[src/rtl/hazard_control_unit_pkg.sv]
// Shared definitions for the hazard control unit and the forwarding logic:
// FSM state encodings, the hard-wired zero register and a source-match helper.
package hazard_control_unit_pkg;

  typedef enum logic [1:0] {
    RUN      = 2'd0,
    MEM_WAIT = 2'd1,
    ERROR    = 2'd2
  } hcu_state_t;

  localparam logic [4:0] REG_ZERO = 5'd0;

  // x0 is never a real producer, so a load targeting it cannot create a hazard
  function automatic logic src_match(input logic [4:0] rd, input logic [4:0] rs);
    return (rd != REG_ZERO) && (rd == rs);
  endfunction

endpackage

[src/rtl/hazard_control_unit_mem_wait_timer.sv]
// Data-memory wait-state counter: 8-bit, saturating at MEM_TIMEOUT, with a
// look-ahead flag that fires in the wait cycle whose closing edge reaches the limit.
module mem_wait_timer #(
  parameter int MEM_TIMEOUT = 16
) (
  input  logic       clk,
  input  logic       reset,
  input  logic       start,
  input  logic       ready,
  output logic [7:0] count,
  output logic       expired
);

  localparam logic [7:0] LIMIT = 8'(MEM_TIMEOUT);

  logic [7:0] count_reg;

  always_ff @(posedge clk or posedge reset) begin
    if (reset) begin
      count_reg <= 8'd0;
    end else if (start) begin
      count_reg <= 8'd1;
    end else if (count_reg != 8'd0) begin
      if (ready) begin
        count_reg <= 8'd0;
      end else if (count_reg != LIMIT) begin
        count_reg <= count_reg + 8'd1;
      end
    end
  end

  assign count   = count_reg;
  assign expired = (count_reg != 8'd0) && !ready && ((count_reg + 8'd1) == LIMIT);

endmodule

[src/rtl/hazard_control_unit.sv]
// Pipeline sequencing controller: load-use stall, branch flush, data-memory
// freeze with timeout. Define STALL_COUNT_EN to add the stall_cycles counter port.
module hazard_control_unit
  import hazard_control_unit_pkg::*;
#(
  parameter int MEM_TIMEOUT = 16
) (
  input  logic        clk,
  input  logic        reset,
  input  logic [4:0]  IF_ID_rs1,
  input  logic [4:0]  IF_ID_rs2,
  input  logic [4:0]  ID_EX_rd,
  input  logic        ID_EX_MemRead,
  input  logic        EX_branch_taken,
  input  logic        EX_Mem_MemAccess,
  input  logic        dmem_ready,
  output logic        PC_Write,
  output logic        IF_ID_Write,
  output logic        IF_ID_Flush,
  output logic        ID_EX_Write,
  output logic        ID_EX_Flush,
  output logic        EX_Mem_Write,
  output logic        Mem_WB_Flush,
  output logic        mem_error
`ifdef STALL_COUNT_EN
  ,
  output logic [31:0] stall_cycles
`endif
);

  hcu_state_t state_reg;
  logic       mem_error_reg;
  logic [7:0] wait_count;
  logic       wait_expired;
  logic       timer_start;
  logic       mem_stall;
  logic       load_use;
  logic [1:0] src_hit;
  logic [4:0] id_src [2];

  assign id_src[0] = IF_ID_rs1;
  assign id_src[1] = IF_ID_rs2;

  genvar gi;
  generate
    for (gi = 0; gi < 2; gi++) begin : g_src
      assign src_hit[gi] = src_match(ID_EX_rd, id_src[gi]);
    end
  endgenerate

  assign load_use = ID_EX_MemRead && (|src_hit);

  // A new access only starts counting from an idle timer
  assign timer_start = (state_reg == RUN) && EX_Mem_MemAccess && !dmem_ready
                       && (wait_count == 8'd0);

  mem_wait_timer #(
    .MEM_TIMEOUT(MEM_TIMEOUT)
  ) u_timer (
    .clk     (clk),
    .reset   (reset),
    .start   (timer_start),
    .ready   (dmem_ready),
    .count   (wait_count),
    .expired (wait_expired)
  );

  always_comb begin
    mem_stall = 1'b0;
    case (state_reg)
      RUN:      mem_stall = EX_Mem_MemAccess && !dmem_ready;
      MEM_WAIT: mem_stall = !dmem_ready;
      default:  mem_stall = 1'b1;
    endcase
  end

  // Freeze outranks branch flush, which outranks the load-use stall
  always_comb begin
    PC_Write     = 1'b1;
    IF_ID_Write  = 1'b1;
    IF_ID_Flush  = 1'b0;
    ID_EX_Write  = 1'b1;
    ID_EX_Flush  = 1'b0;
    EX_Mem_Write = 1'b1;
    Mem_WB_Flush = 1'b0;
    if (mem_stall) begin
      PC_Write     = 1'b0;
      IF_ID_Write  = 1'b0;
      ID_EX_Write  = 1'b0;
      EX_Mem_Write = 1'b0;
      Mem_WB_Flush = 1'b1;
    end else if (EX_branch_taken) begin
      IF_ID_Flush = 1'b1;
      ID_EX_Flush = 1'b1;
    end else if (load_use) begin
      PC_Write    = 1'b0;
      IF_ID_Write = 1'b0;
      ID_EX_Flush = 1'b1;
    end
  end

  always_ff @(posedge clk or posedge reset) begin
    if (reset) begin
      state_reg     <= RUN;
      mem_error_reg <= 1'b0;
    end else begin
      case (state_reg)
        RUN: begin
          if (EX_Mem_MemAccess && !dmem_ready) state_reg <= MEM_WAIT;
        end
        MEM_WAIT: begin
          if (dmem_ready) begin
            state_reg <= RUN;
          end else if (wait_expired) begin
            state_reg     <= ERROR;
            mem_error_reg <= 1'b1;
          end
        end
        ERROR: begin
          state_reg     <= ERROR;
          mem_error_reg <= 1'b1;
        end
        default: state_reg <= RUN;
      endcase
    end
  end

  assign mem_error = mem_error_reg;

`ifdef STALL_COUNT_EN
  logic [31:0] stall_cycles_reg;

  always_ff @(posedge clk or posedge reset) begin
    if (reset) begin
      stall_cycles_reg <= 32'd0;
    end else if (!PC_Write && (stall_cycles_reg != 32'hFFFF_FFFF)) begin
      stall_cycles_reg <= stall_cycles_reg + 32'd1;
    end
  end

  assign stall_cycles = stall_cycles_reg;
`endif

endmodule

[config.mk]
export PLATFORM = sky130hd
export DESIGN_NAME = hazard_control_unit
export DESIGN_NICKNAME = d
export VERILOG_FILES = /design/src/rtl/hazard_control_unit_pkg.sv /design/src/rtl/hazard_control_unit_mem_wait_timer.sv /design/src/rtl/hazard_control_unit.sv
export SDC_FILE = /design/constraint.sdc
export NUM_CORES = 1
export LEC_CHECK = 0
export CORE_ASPECT_RATIO = 0.75
export CORE_MARGIN = 3
export CORE_UTILIZATION = 29
export CTS_CLUSTER_SIZE = 40
export DETAILED_ROUTE_END_ITERATION = 12
export GPL_TIMING_DRIVEN = 1
export PLACE_DENSITY_LB_ADDON = 0.25
export SLEW_MARGIN = 20
export SYNTH_ARGS = -nofsm -noshare
export SYNTH_HDL_FRONTEND = slang
export SYNTH_SLANG_ARGS = --single-unit
export TNS_END_PERCENT = 20
[constraint.sdc]
create_clock -name clk -period 2.25 [get_ports clk]
set_input_delay 0.675 -clock clk [delete_from_list [all_inputs] [get_ports clk]]
set_output_delay 0.675 -clock clk [all_outputs]
set_load 0.005 [all_outputs]
==> impl_metrics.ini <==
[critical_path]
crit_path_end_kind = output port
setup.worst_path.class = in2out
cp_max_fo = 2
critPathBufInv = 3
cpMostUsedCell = buf_6
cp_slowest_stage_delay_ns = 0.54
cp.required_ns = 1.57
start_kind = input port
crit_chain = buf_6 -> or4_4 -> o21ai_4 -> o31a_1 -> buf_4 -> buf_6
critical-path-top-delay-family = simple AND/OR/NAND/NOR gates
slowest_stage = or4_4
crit_arrival_ns = 1.79

[clock_network]
clk_path_buf_depth = 2
cts_buffers = 3
cts.sinks = 11
clk_transition_reported_paths_ns = 0.05
h-tree-depth = 1
cts_tree = built
clkLatencyLatePin_ns = 0.23
clock-root-buffer = clkbuf_8

[power_and_ir_drop]
p_int_mw = 0.450
powerDensity_nw_per_um2 = 503
swShare_pct = 29.8
combPwrFrac_pct = 31.4
leakage_nw = 0.562
power_switching_mw = 0.191
power_frac_clock_pct = 29.9
peakVddDrop_v = 0.000195
power_frac_seq_pct = 38.7

[layout]
final_util_pct = 47.2
diodes = 0
fin_nets = 159
stdcell_area_sq_um = 1280
layout_common_cells = xor2_1, nor2_1, dfrtp_1, buf_4, inv_1
drive_above_1_share_pct = 28.4
fillers = 281
largest_reg_flops = 8
syn2layout_area_growth_pct = 48.9

[die]
die_area_sq_um = 3650
rows = 16
die_h_microns = 53.1
ioPinCount = 29
core_sq_um = 2700
die_w_microns = 68.8
initial_utilization_pct = 31.7

[sta]
setup-tns-final_ns = -0.604
tightest_slew_ns = 0.430
clock_skew_ns = 0.00286
hold_viol = 0
max_freq_ghz = 0.406
final-setup-viol-count = 4
rsz0062_at_grt = true
finalMaxSlewViolations = 0
fin_crit_sh_pct = 110
hold_ws_ns = 0.470
timing.final.crit_period_ns = 2.47
relSlewSlack_pct = 71.3
fin_ws_ns = -0.215

[global_routing]
grt_pass1_vias = 729
grt_pass1_wl_mm = 3.19
grt-ovfl-total = 0
antenna_found_initial = 0
grt_use_total_pct = 11.9
grt_max_degree = 12

[detailed_routing]
drcViolationCount = 0
routed_wl_mm = 1.95
drt-initial-drc-count = 36
firstDrtPassIters = 4
vias_per_cell = 4.64
num_vias = 789
wl_per_cell_microns = 11.5
ant_nets = 0

[synthesis]
yosysUniqueCellTypes = 34
yosysTopAreaCell = dfrtp_1
synthTopCellsByArea = dfrtp_1, xor2_1, nor2_1
synth_flop_cell = dfrtp_1
syn_avg_cell_area_sq_um = 8.93
synth_nets = 120
synth_seq_cells = 11
postSynthCellCount = 96
synth_top_area_share_pct = 32.1
yosys_warnings = 0
synth_area_sq_um = 857
async_reset_ff_share_pct = 100
synth_edf_count = 0
ys_seq_area_share_pct = 32.1

[placed_design]
port-buffer-count = 28
place_area_sq_um = 1210
dp_hpwl_mm = 1.48
routabilityCongestion = 0.833

[worst_hold_path]
holdCritPathClass = reg2reg

[run_status]
violations = negative setup slack
status = finished, violations left

[job]
max_cap_violations = 0
==> cells in the mapped netlist, types with 3 or more instances <==
cell type   n
nor2_1     13
xor2_1     13
dfrtp_1    11
inv_1       8
nand2_1     5
buf_4       4
a21oi_1     3
ha_1        3
nor3_1      3
xnor2_1     3
==> routing by layer <==
metal  wire length (microns)  track usage, %  vias up
met5                       0               0        -
met4                      17            4.85        0
met3                      88            3.82        2
met2                     963            18.9       21
met1                     882            14.7      360
li1                        -               -      406
==> path summary, 6_finish.rpt <==
check | startpoint | endpoint | slack [ns] | depth (start not counted)
setup / recovery | ID_EX_rd[1] | PC_Write | -0.22 | 6
hold reg to reg | mem_error | mem_error | 0.47 | 2
hold / removal | mem_error | mem_error | 0.47 | 2
min in group asynchronous | reset | mem_error | 0.74 | 2
setup reg to reg | u_timer.count[0] | state_reg[0] | 0.54 | 5
max in group asynchronous | reset | u_timer.count[6] | 1.21 | 2
==> kinds of logic (layout without fill, tap and decap cells) <==
| kind of cell | count (synthesis) | count (layout) | share of synthesized area (%) |
|---|---|---|---|
| DFF | 11 | 11 | 32.1 |
| adders and majority gates | 3 | 3 | 4.38 |
| buffers and inverters | 13 | 51 | 8.32 |
| AOI/OAI and AO/OA | 18 | 18 | 15.5 |
| xor gates and xnor gates | 16 | 16 | 16.4 |
| and+or+nand+nor | 34 | 34 | 22.2 |
| muxes | 1 | 1 | 1.17 |
==> final cells by class <==
cell class              count  area (sq um)  share of cell area [%]
clock buffers               4          45.0                    3.53
inverters                   8          30.0                    2.35
multi-input cells          72           556                    43.5
flip-flops and latches     11           275                    21.6
well taps                  36          45.0                    3.53
repair buffers             39           325                    25.5
==> through the flow <==
step | instances | power [mW] | worst slack, ns
after floorplan | 96 | 0.376 | -0.0365
after global placement | 164 | 0.444 | -0.899
after detailed placement | 164 | 0.446 | -0.938
after CTS | 170 | 0.645 | -0.246
after global routing | 170 | 0.687 | -0.292
final | 170 | 0.641 | -0.215
==> tightest hold or removal path, cell delays in order (launching register included) <==
cell and delay [ns]:
dfrtp_1 0.34, a21oi_1 0.04, o31ai_1 0.05
==> what timing repair did <==
item / in CTS / in global routing
endpoints found under the setup margin: 7 / 7
resized for setup: 73 / 7
buffers inserted: 2 / 0
hold buffers: 0 / 0
pin swaps: 16 / 8
==> power groups by stage <==
stage          Sequential, mW  Clock, mW  Combinational, mW
3_5_place_dp            0.249          0              0.197
3_3_place_gp            0.249          0              0.195
2_1_floorplan           0.238          0              0.138
4_1_cts                 0.246      0.201              0.199
5_1_grt                 0.249      0.213              0.225
6_report                0.248      0.192              0.202
No activity file was read; power rests on OpenSTA's default activity.
